**src/rtl/knight_ctrl.sv**
```systemverilog
// Knight-rider LED sequencer: one-hot pattern stepped every P+1 cycles
// in bounce / wrap-left / wrap-right / hold modes, with a command port.
module knight_ctrl #(
  parameter logic [15:0] RESET_PERIOD = 16'd9
) (
  input  logic        ck,
  input  logic        res,
  input  logic        cmd_valid,
  output logic        cmd_ready,
  input  logic [1:0]  cmd_op,
  input  logic [15:0] cmd_data,
  output logic [7:0]  out,
  output logic        busy,
  output logic        done
);

  typedef enum logic {IDLE, RUN} state_t;

  localparam logic [1:0] OP_START  = 2'b00;
  localparam logic [1:0] OP_STOP   = 2'b01;
  localparam logic [1:0] OP_PERIOD = 2'b10;
  localparam logic [1:0] OP_MODE   = 2'b11;

  localparam logic [1:0] M_BOUNCE = 2'b00;
  localparam logic [1:0] M_WRAPL  = 2'b01;
  localparam logic [1:0] M_WRAPR  = 2'b10;
  localparam logic [1:0] M_HOLD   = 2'b11;

  state_t      state;
  logic [15:0] cnt;
  logic [15:0] p;
  logic [15:0] n;
  logic [15:0] sweeps;
  logic [15:0] pend_p;
  logic [1:0]  mode;
  logic [1:0]  pend_m;
  logic        up;
  logic        pend_p_v;
  logic        pend_m_v;

  logic        acc;
  logic        tick;
  logic [7:0]  nxt_out;
  logic        nxt_up;
  logic        swept;

  assign busy      = (state == RUN);
  assign cmd_ready = !(pend_p_v || pend_m_v);
  assign acc       = cmd_valid && cmd_ready;
  assign tick      = (state == RUN) && (cnt == p);

  // Next pattern for a tick, and whether that step closes a sweep
  always_comb begin
    nxt_out = out;
    nxt_up  = up;
    swept   = 1'b0;
    unique case (mode)
      M_BOUNCE: begin
        if (up && out[7]) begin
          nxt_out = out >> 1;
          nxt_up  = 1'b0;
        end else if (!up && out[0]) begin
          nxt_out = out << 1;
          nxt_up  = 1'b1;
        end else if (up) begin
          nxt_out = out << 1;
        end else begin
          nxt_out = out >> 1;
        end
        swept = (out == 8'h02) && (nxt_out == 8'h01);
      end
      M_WRAPL: begin
        nxt_out = {out[6:0], out[7]};
        swept   = (out == 8'h80);
      end
      M_WRAPR: begin
        nxt_out = {out[0], out[7:1]};
        swept   = (out == 8'h01);
      end
      M_HOLD: nxt_out = out;
    endcase
  end

  always_ff @(posedge ck) begin
    done <= 1'b0;
    if (res) begin
      state    <= IDLE;
      out      <= 8'h01;
      up       <= 1'b1;
      p        <= RESET_PERIOD;
      mode     <= M_BOUNCE;
      cnt      <= '0;
      sweeps   <= '0;
      n        <= '0;
      pend_p   <= '0;
      pend_m   <= '0;
      pend_p_v <= 1'b0;
      pend_m_v <= 1'b0;
    end else if (acc && cmd_op == OP_START) begin
      n      <= cmd_data;
      sweeps <= '0;
      cnt    <= '0;
      state  <= RUN;
      if (mode == M_BOUNCE || mode == M_WRAPL) begin
        out <= 8'h01;
        up  <= 1'b1;
      end else if (mode == M_WRAPR) begin
        out <= 8'h80;
      end
    end else if (acc && cmd_op == OP_STOP) begin
      if (state == RUN) begin
        state <= IDLE;
        cnt   <= '0;
      end
      if (pend_p_v) p <= pend_p;
      if (pend_m_v) mode <= pend_m;
      pend_p_v <= 1'b0;
      pend_m_v <= 1'b0;
    end else begin
      // Staged settings land on a tick, or at once when idle
      if (tick || state == IDLE) begin
        if (pend_p_v) p <= pend_p;
        if (pend_m_v) mode <= pend_m;
        pend_p_v <= 1'b0;
        pend_m_v <= 1'b0;
      end
      if (tick) begin
        cnt <= '0;
        out <= nxt_out;
        up  <= nxt_up;
        if (swept) begin
          sweeps <= sweeps + 16'd1;
          if (n != 16'd0 && sweeps + 16'd1 == n) begin
            done  <= 1'b1;
            state <= IDLE;
          end
        end
      end else if (state == RUN) begin
        cnt <= cnt + 16'd1;
      end
      if (acc && cmd_op == OP_PERIOD) begin
        if (state == RUN) begin
          pend_p_v <= 1'b1;
          pend_p   <= cmd_data;
        end else begin
          p <= cmd_data;
        end
      end
      if (acc && cmd_op == OP_MODE) begin
        if (state == RUN) begin
          pend_m_v <= 1'b1;
          pend_m   <= cmd_data[1:0];
        end else begin
          mode <= cmd_data[1:0];
        end
      end
    end
  end

endmodule

```
**config.mk**
```make
export PLATFORM = sky130hd
export DESIGN_NAME = knight_ctrl
export DESIGN_NICKNAME = d
export VERILOG_FILES = /design/src/rtl/knight_ctrl.sv
export SDC_FILE = /design/constraint.sdc
export NUM_CORES = 1
export LEC_CHECK = 0
export BUFFER_PORTS_ARGS = -buffer_cell sky130_fd_sc_hd__buf_2
export CORE_ASPECT_RATIO = 1.4
export CORE_MARGIN = 1
export CORE_UTILIZATION = 60
export CTS_CLUSTER_DIAMETER = 50
export DETAILED_ROUTE_END_ITERATION = 8
export GPL_ROUTABILITY_DRIVEN = 0
export PLACE_DENSITY = 0.79
export SLEW_MARGIN = 20
export SYNTH_ARGS = -nofsm -noshare
export SYNTH_HDL_FRONTEND = slang
export SYNTH_SLANG_ARGS = --single-unit
```
**constraint.sdc**
```tcl
create_clock -name ck -period 6.3 [get_ports ck]
set_input_delay 0.945 -clock ck [delete_from_list [all_inputs] [get_ports ck]]
set_output_delay 0.945 -clock ck [all_outputs]
set_load 0.1 [all_outputs]
```
==> results of run 1 <==
==> power breakdown <==
| part | switching [mW] | internal (mW) | leakage, nW | total, mW |
|---|---|---|---|---|
| sequential | 0.0178 | 0.625 | 0.784 | 0.643 |
| clock | 0.238 | 0.346 | 0.152 | 0.584 |
| combinational | 0.0836 | 0.0395 | 1.18 | 0.123 |
==> cell type report <==
cell class | count | area, sq um | area share (%)
Clock buffer | 10 | 229.0 | 3.968
Inverter | 7 | 26.28 | 0.4553
Clock inverter | 6 | 82.58 | 1.431
Multi-Input combinational cell | 551 | 3189 | 55.27
Timing Repair Buffer | 33 | 170.2 | 2.949
Tap cell | 105 | 131.4 | 2.277
Sequential cell | 97 | 1942 | 33.65
==> flip-flops by register name, indices dropped and copies added (netlist names) <==
| name | cells |
|---|---|
| n | 16 |
| out | 8 |
| pend_p | 16 |
| done | 1 |
| pend_m_v | 1 |
| p | 16 |
| busy | 1 |
| sweeps | 16 |
| cnt | 16 |
| pend_p_v | 1 |
| mode | 2 |
| pend_m | 2 |
| up | 1 |
==> cell families (layout without fill, tap and decap cells) <==
kind of cell | Yosys count | after routing
flip-flops | 97 | 97
XOR/XNOR | 53 | 53
multiplexers | 21 | 21
AND/OR/NAND/NOR | 317 | 317
adder cells (fa/ha/maj) | 9 | 9
buffers and inverters | 45 | 56
AO/OA/AOI/OAI | 151 | 151
==> synthesized netlist by cell type (7+ instances only) <==
master / number / share of area (%)
dfxtp_1: 97 / 37
xnor2_1: 22 / 3.6
a21oi_1: 65 / 6.1
nor4_1: 18 / 2.1
xor2_1: 31 / 5.1
o22ai_1: 11 / 1.3
nand2_1: 151 / 11
or3_1: 8 / 0.94
o21ai_0: 26 / 2.5
nand3_1: 19 / 1.8
ha_1: 9 / 2.1
inv_1: 7 / 0.50
nor3_1: 16 / 1.5
mux2i_1: 21 / 4.0
nor2_1: 61 / 4.3
nand3b_1: 9 / 1.3
clkbuf_1: 33 / 2.3
a22oi_1: 11 / 1.6
==> critical path, stage by stage (launching register included) <==
cell       delay [ps]
dfxtp_1           430
xor2_1            100
nor4_1            330
nand4_1           610
a2111o_1          570
a2111oi_1         410
o311ai_1          300
a31o_2            310
==> worst paths after layout <==
path / startpoint / to / cells past startpoint
hold reg to reg: pend_p[12] / pend_p[12] / 2
setup / recovery: cnt[10] / busy / 7
hold / removal: pend_p[12] / pend_p[12] / 2
setup reg to reg: cnt[10] / busy / 7
==> routing by layer <==
layer  GRT usage (%)  share of wire, %  vias to the layer above
met5               0                 0                        -
met4           20.71               5.2                        0
met1           36.56                38                     2379
met2           55.56                50                      230
li1                -                 -                     2441
met3           5.000               6.5                       53
==> per-stage QoR <==
step	cells	utilization [%]	power, mW	hold WS [ps]	cell area, sq um
2_1_floorplan	693	-	0.7393	431.1	5309
3_3_place_gp	793	63.34	0.7726	437.5	5453
3_5_place_dp	793	63.39	0.7766	446.3	5456
4_1_cts	809	67.01	1.350	455.5	5768
5_1_grt	809	67.03	1.389	478.7	5771
6_report	809	67.03	1.350	456.2	5771
==> summary.md, run 1 <==
| Metric | Value |
|---|---|
| Cells after Synth | 693 |
| CTS H-Tree Depth | 3 |
| Starting density of the core | approximately three fifths |
| Fillers | 753 |
| Average routed wire per standard cell | 17.46 um |
| Worst-margin pin slew | 1061 ps |
| Global-route usage over all layers | 32.50% |
| Main synth FF type | dfxtp_1 |
| Share of the yosys chip area belonging to registers | between 30 and 40% |
| Pre-CTS setup slack | 2981 ps |
| Synth unique cells | 60 |
| Most common cell after layout, fill and taps aside | nand2_1 |
| Peak clock frequency supported by timing | 315.3 MHz |
| Number of sinks handled by clock tree synthesis | 97 |
| Antenna cells | 0 |
| Post-synthesis share of cell area spent on and, or, nand and nor gates | about 28% |
| Core Box Area | 0.008608 sq mm |
| Post-CTS setup buffers | 0 |
| Count of port buffers added during placement | 31 |
| Clock Tree Buf Depth | 2 |
| Number of hold-repair buffers added at the cts stage | 0 |
| Path type of the worst min-delay path | flip-flop to flip-flop |
| Number of global-route vias before repair | 4904 |
| Chip width | 81.50 um |
| Row count | 40 |
| Crit path max fanout | 11 |
| Synthesized area per cell | ~7.7 sq um |
| Number of design-rule violations left by the first detailed-router iteration | 351 |
| Clock tree from TritonCTS | done |
| Via total after detailed routing | 5103 |
| Number of nets produced by synthesis | between 700 and 800 |
| Global-route wire length before repair | 23.07 mm |
| Dominant combinational cell family by area after synthesis | simple AND/OR/NAND/NOR gates |
| Flip-flop and latch count after synthesis | 97 |
| Net count of the finished layout | 729 |
| Number of nets with antenna violations after detailed routing | 0 |
| Area of the mapped netlist | about 0.0053 sq mm |
| Routed via count divided by cell count | 6.308 |
| Register-to-register setup slack | 3130 ps |
| Power density over the cells | around 230 mW/mm^2 |
| Final count of hold timing violations | 0 |
| Crit Path Class | flip-flop to flip-flop |
| Kind of start point of the critical path | flip-flop |
| Arrival @ worst endpoint | around 3400 ps |
| Warning count from the yosys run | 0 |
| Share of layout cells above drive strength 1 | 8.807% |
| RSZ-0062 raised after global routing | no |
| Placed wire-length estimate after detailed placement | 10.04 mm |
| Max cap viols | 0 |
| Largest net degree at the start of global routing | 49 |
| Post-synthesis share of cell area spent on xor and xnor gates | 8.744% |
| Synth-to-layout area growth | 8.697% |
| Clock root buffer | clkbuf_16 |
| Detailed Routing Iterations Pass 1 | 5 |
| Fin crit share | approximately half |
| DRC errors left | 0 |
| Area enclosed by the die boundary | 0.009234 sq mm |
| Final clock skew | 8.707 ps |
| Clock transition time at the flip-flop clock pins of the worst setup and hold paths | ~60 ps |
| Final wirelength | 14.13 mm |
| Minimum clock period | 3172 ps |
| Compound-cell area share of the yosys netlist | 17.44% |
| Status | completed |
| Max VDD drop | 0.0001813 V |
| Mux cell area share after synthesis | 3.959% |
| Arithmetic-cell share of the synthesized area counting full adders, half adders and majority gates | 2.121% |
| Ports | 32 |
| Worst-case setup margin in the final layout | 3128 ps |
| Final setup violation count | 0 |
| Gates resized, CTS repair | 0 |
| Vertical die dimension | 113.3 um |
| Most frequent cells in the layout | nand2_1, dfxtp_1, a21oi_1 |
| Type of element capturing the critical path | flip-flop |
| Total overflow reported by the global router | 0 |
| Max-slew violations | 0 |
| Number of CTS-inserted buffers | 9 |
| Pleak | 2.120 nW |
| Total negative setup slack | 0 ps |
| Synth async-reset ratio | 0% |
| Required @ worst endpoint | 6540 ps |
| Max_slew headroom | between 20% and 30% |
| Count of flip-flops with a built-in enable after synthesis | 0 |
| Initial antenna violation count | 0 |
| Skew-Pair Late Insertion Delay | 350 ps |
Power figures use the tool's default switching activity.
==> run 2: changes to the inputs <==
ABC_AREA = 1   (was unset)
clock period = 3 ns   (was 6.3 ns; I/O delays follow)
==> summary.md, run 2 <==
| Metric | Value |
|---|---|
| Fin crit share | 83.97% (+34 points) |
| Max cap viols | 0 (unchanged) |
| Initial antenna violation count | 0 (unchanged) |
| Detailed Routing Iterations Pass 1 | 9 (+4) |
| Clock root buffer | clkbuf_16 |
| Minimum clock period | 2519 ps (-652.7 ps) |
| Number of global-route vias before repair | 5735 (+17%) |
| Type of element capturing the critical path | flip-flop |
| Area of the mapped netlist | 0.005768 sq mm (+8.6%) |
| Required @ worst endpoint | 3260 ps (-3280 ps) |
| Post-Route Utilization | 66.51% (-0.53 points) |
| Kind of start point of the critical path | flip-flop |
| Worst-margin pin slew | 910.7 ps (-149.9 ps) |
| Most frequent cells in the layout | nand2_1, dfxtp_1, inv_1 |
| Net count of the finished layout | 932 (+28%) |
| Cell type with the highest aggregate area in the netlist | dfxtp_1 |
| Via total after detailed routing | 6101 (+20%) |
| Violations in the final reports | design-rule violations |
| Cell area reported after detailed placement | 0.005962 sq mm (+9.3%) |
| Fraction of post-synthesis cell area in the top cell type by area | 33.67% (-2.9 points) |
| Clock transition time at the flip-flop clock pins of the worst setup and hold paths | 70 ps (about the same) |
| Flip-flop and latch count after synthesis | 97 (unchanged) |
| Global-route usage over all layers | 33.15% (+0.65 points) |
| Synth async-reset ratio | 0% (unchanged) |
| Area enclosed by the die boundary | 0.01001 sq mm (+8.5%) |
| Number of hold-repair buffers added at the cts stage | 0 (unchanged) |
| CTS H-Tree Depth | 3 (unchanged) |
| Max-slew violations | 0 (unchanged) |
| Final clock skew | 8.861 ps (+0.1533 ps) |
| Global-route wire length before repair | 26.45 mm (+15%) |
| Total overflow reported by the global router | 0 (unchanged) |
| Average routed wire per standard cell | 15.82 um (-9.4%) |
| Share of the yosys chip area belonging to registers | 33.67% (-2.9 points) |
| Fillers | 838 (+11%) |
| Clock Tree Buf Depth | 2 (unchanged) |
| Fin Hold WS | 363.5 ps (-92.67 ps) |
| Antenna cells | 0 (unchanged) |
| Clock tree from TritonCTS | done |
| Most frequent cell after synthesis | nand2_1 |
| Count of flip-flops with a built-in enable after synthesis | 0 (unchanged) |
| Number of design-rule violations left by the first detailed-router iteration | 591 (+68%) |
| Chip width | 84.87 um (+4.1%) |
| Final std cells w/o fill | 1017 (+26%) |
| Crit path max fanout | 9 (-2) |
| Number of CTS-inserted buffers | 9 (unchanged) |
| Max_slew headroom | 39.07% (+9.9 points) |
| Number of sinks handled by clock tree synthesis | 97 (unchanged) |
| RSZ-0062 raised after global routing | no |
| DRC errors left | 2 (+2) |
| Number of nets produced by synthesis | 912 (+26%) |
| Synth cell count leaders | nand2_1, dfxtp_1, inv_1, a21oi_1, nor2_1 |
| Biggest area contributors in the synthesized netlist | dfxtp_1, nand2_1, a21oi_1, o21ai_0, inv_1 |
| Vertical die dimension | 118.0 um (+4.2%) |
| Total negative setup slack | 0 ps (unchanged) |
| Non-Filler Cell Area, Final | 0.006256 sq mm (+8.4%) |
| Arrival @ worst endpoint | 2780 ps (-640 ps) |
| Skew-Pair Late Insertion Delay | 350 ps (about the same) |
| Most common cell after layout, fill and taps aside | nand2_1 |
| Ports | 32 (unchanged) |
| Crit Path Class | flip-flop to flip-flop |
| Main synth FF type | dfxtp_1 |
| Share of layout cells above drive strength 1 | 10.80% (+2.0 points) |
| Row count | 42 (+5.0%) |
| Final count of hold timing violations | 0 (unchanged) |
| Pleak | 2.471 nW (+17%) |
| Count of port buffers added during placement | 31 (unchanged) |
| Starting density of the core | 61.32% (-0.35 points) |
| Final wirelength | 16.09 mm (+14%) |
| Warning count from the yosys run | 0 (unchanged) |
| Peak clock frequency supported by timing | 397.0 MHz (+26%) |
| Placed wire-length estimate after detailed placement | 11.83 mm (+18%) |
| Path type of the worst min-delay path | input port to flip-flop |
| Synth unique cells | 45 (-25%) |
| Power density over the cells | 473.6 mW/mm^2 (+100%) |
| Core Box Area | 0.009407 sq mm (+9.3%) |
| Largest net degree at the start of global routing | 45 (-8.2%) |
| Max VDD drop | 0.0003479 V (+92%) |
| Routed via count divided by cell count | 5.999 (-4.9%) |
| Post-CTS setup buffers | 0 (unchanged) |
| Synth-to-layout area growth | 8.460% |
| Final setup violation count | 0 (unchanged) |
| Number of cells after detailed placement | 1001 (+26%) |
| Pre-CTS setup slack | 515.6 ps (-2465 ps) |
| Cells after Synth | 882 (+27%) |
| Post-route total power | 2.963 mW (+120%) |
| Worst-case setup margin in the final layout | 480.8 ps (-2647 ps) |
| Gates resized, CTS repair | 0 (unchanged) |
| Status | complete, but fails checks |
| Number of nets with antenna violations after detailed routing | 0 (unchanged) |
| Synthesized area per cell | 6.540 sq um (-15%) |
-- run 2: changes by cell type after synthesis, moves of 19 or more --
cell,change
xor2_1,-21
xnor2_1,-21
nand2_1,+76
mux2i_1,-21
o211ai_1,+19
a21oi_1,+19
nand3_1,+36
o21ai_0,+49
inv_1,+83
-- run 2: kinds of logic (layout without fill, tap and decap cells) --
kind of cell	count (synthesis)	in the layout	synth area share, %
buffers and inverters	137	162	9.978
adder cells (fa/ha/maj)	9	9	1.952
AND/OR/NAND/NOR	408	408	30.69
AO/OA/AOI/OAI	219	219	21.65
flip-flops	97	97	33.67
XOR/XNOR	12	12	2.061
-- run 2: path summary, 6_finish.rpt --
check              startpoint  slack, ps        end  depth (start not counted)
hold / removal    cmd_data[3]        360       p[3]                          3
hold reg to reg     pend_p[7]        460  pend_p[7]                          2
setup reg to reg      mode[0]        480       done                         12
setup / recovery      mode[0]        480       done                         12
-- run 2: final cells by class --
type / count / area (sq um) / area share (%)
multi-input combinational: 648 / 3251 / 51.96
sequential: 97 / 1942 / 31.04
inverter: 105 / 401.6 / 6.420
timing repair buffer: 41 / 230.2 / 3.680
clock buffer: 10 / 229.0 / 3.660
tap: 110 / 137.6 / 2.200
clock inverter: 6 / 65.06 / 1.040
-- run 2: report_power, final --
group          switching, mW  internal (mW)  leakage [nW]  total [mW]
clock                  0.517          0.650         0.143        1.17
sequential            0.0416           1.33         0.787        1.37
combinational          0.300          0.129          1.54       0.428
-- run 2: worst max-delay path, cell delays in order (launching register included) --
cell and delay (ps):
dfxtp_1 420, inv_1 100, ha_1 450, clkinv_1 280, nor3_1 240, nand4_1 100, nand2_1 140, inv_1 50
nor2_1 160, nand2_1 70, nor2_1 100, nand3_1 120, nor3_2 190
-- run 2: routing by layer --
layer	wire length (um)	global-route usage, %	part of all wire (%)
met5	0	0	0
met4	767	20.87	4.8
met3	1230	4.418	7.6
met2	7906	56.55	49
met1	6180	38.79	38
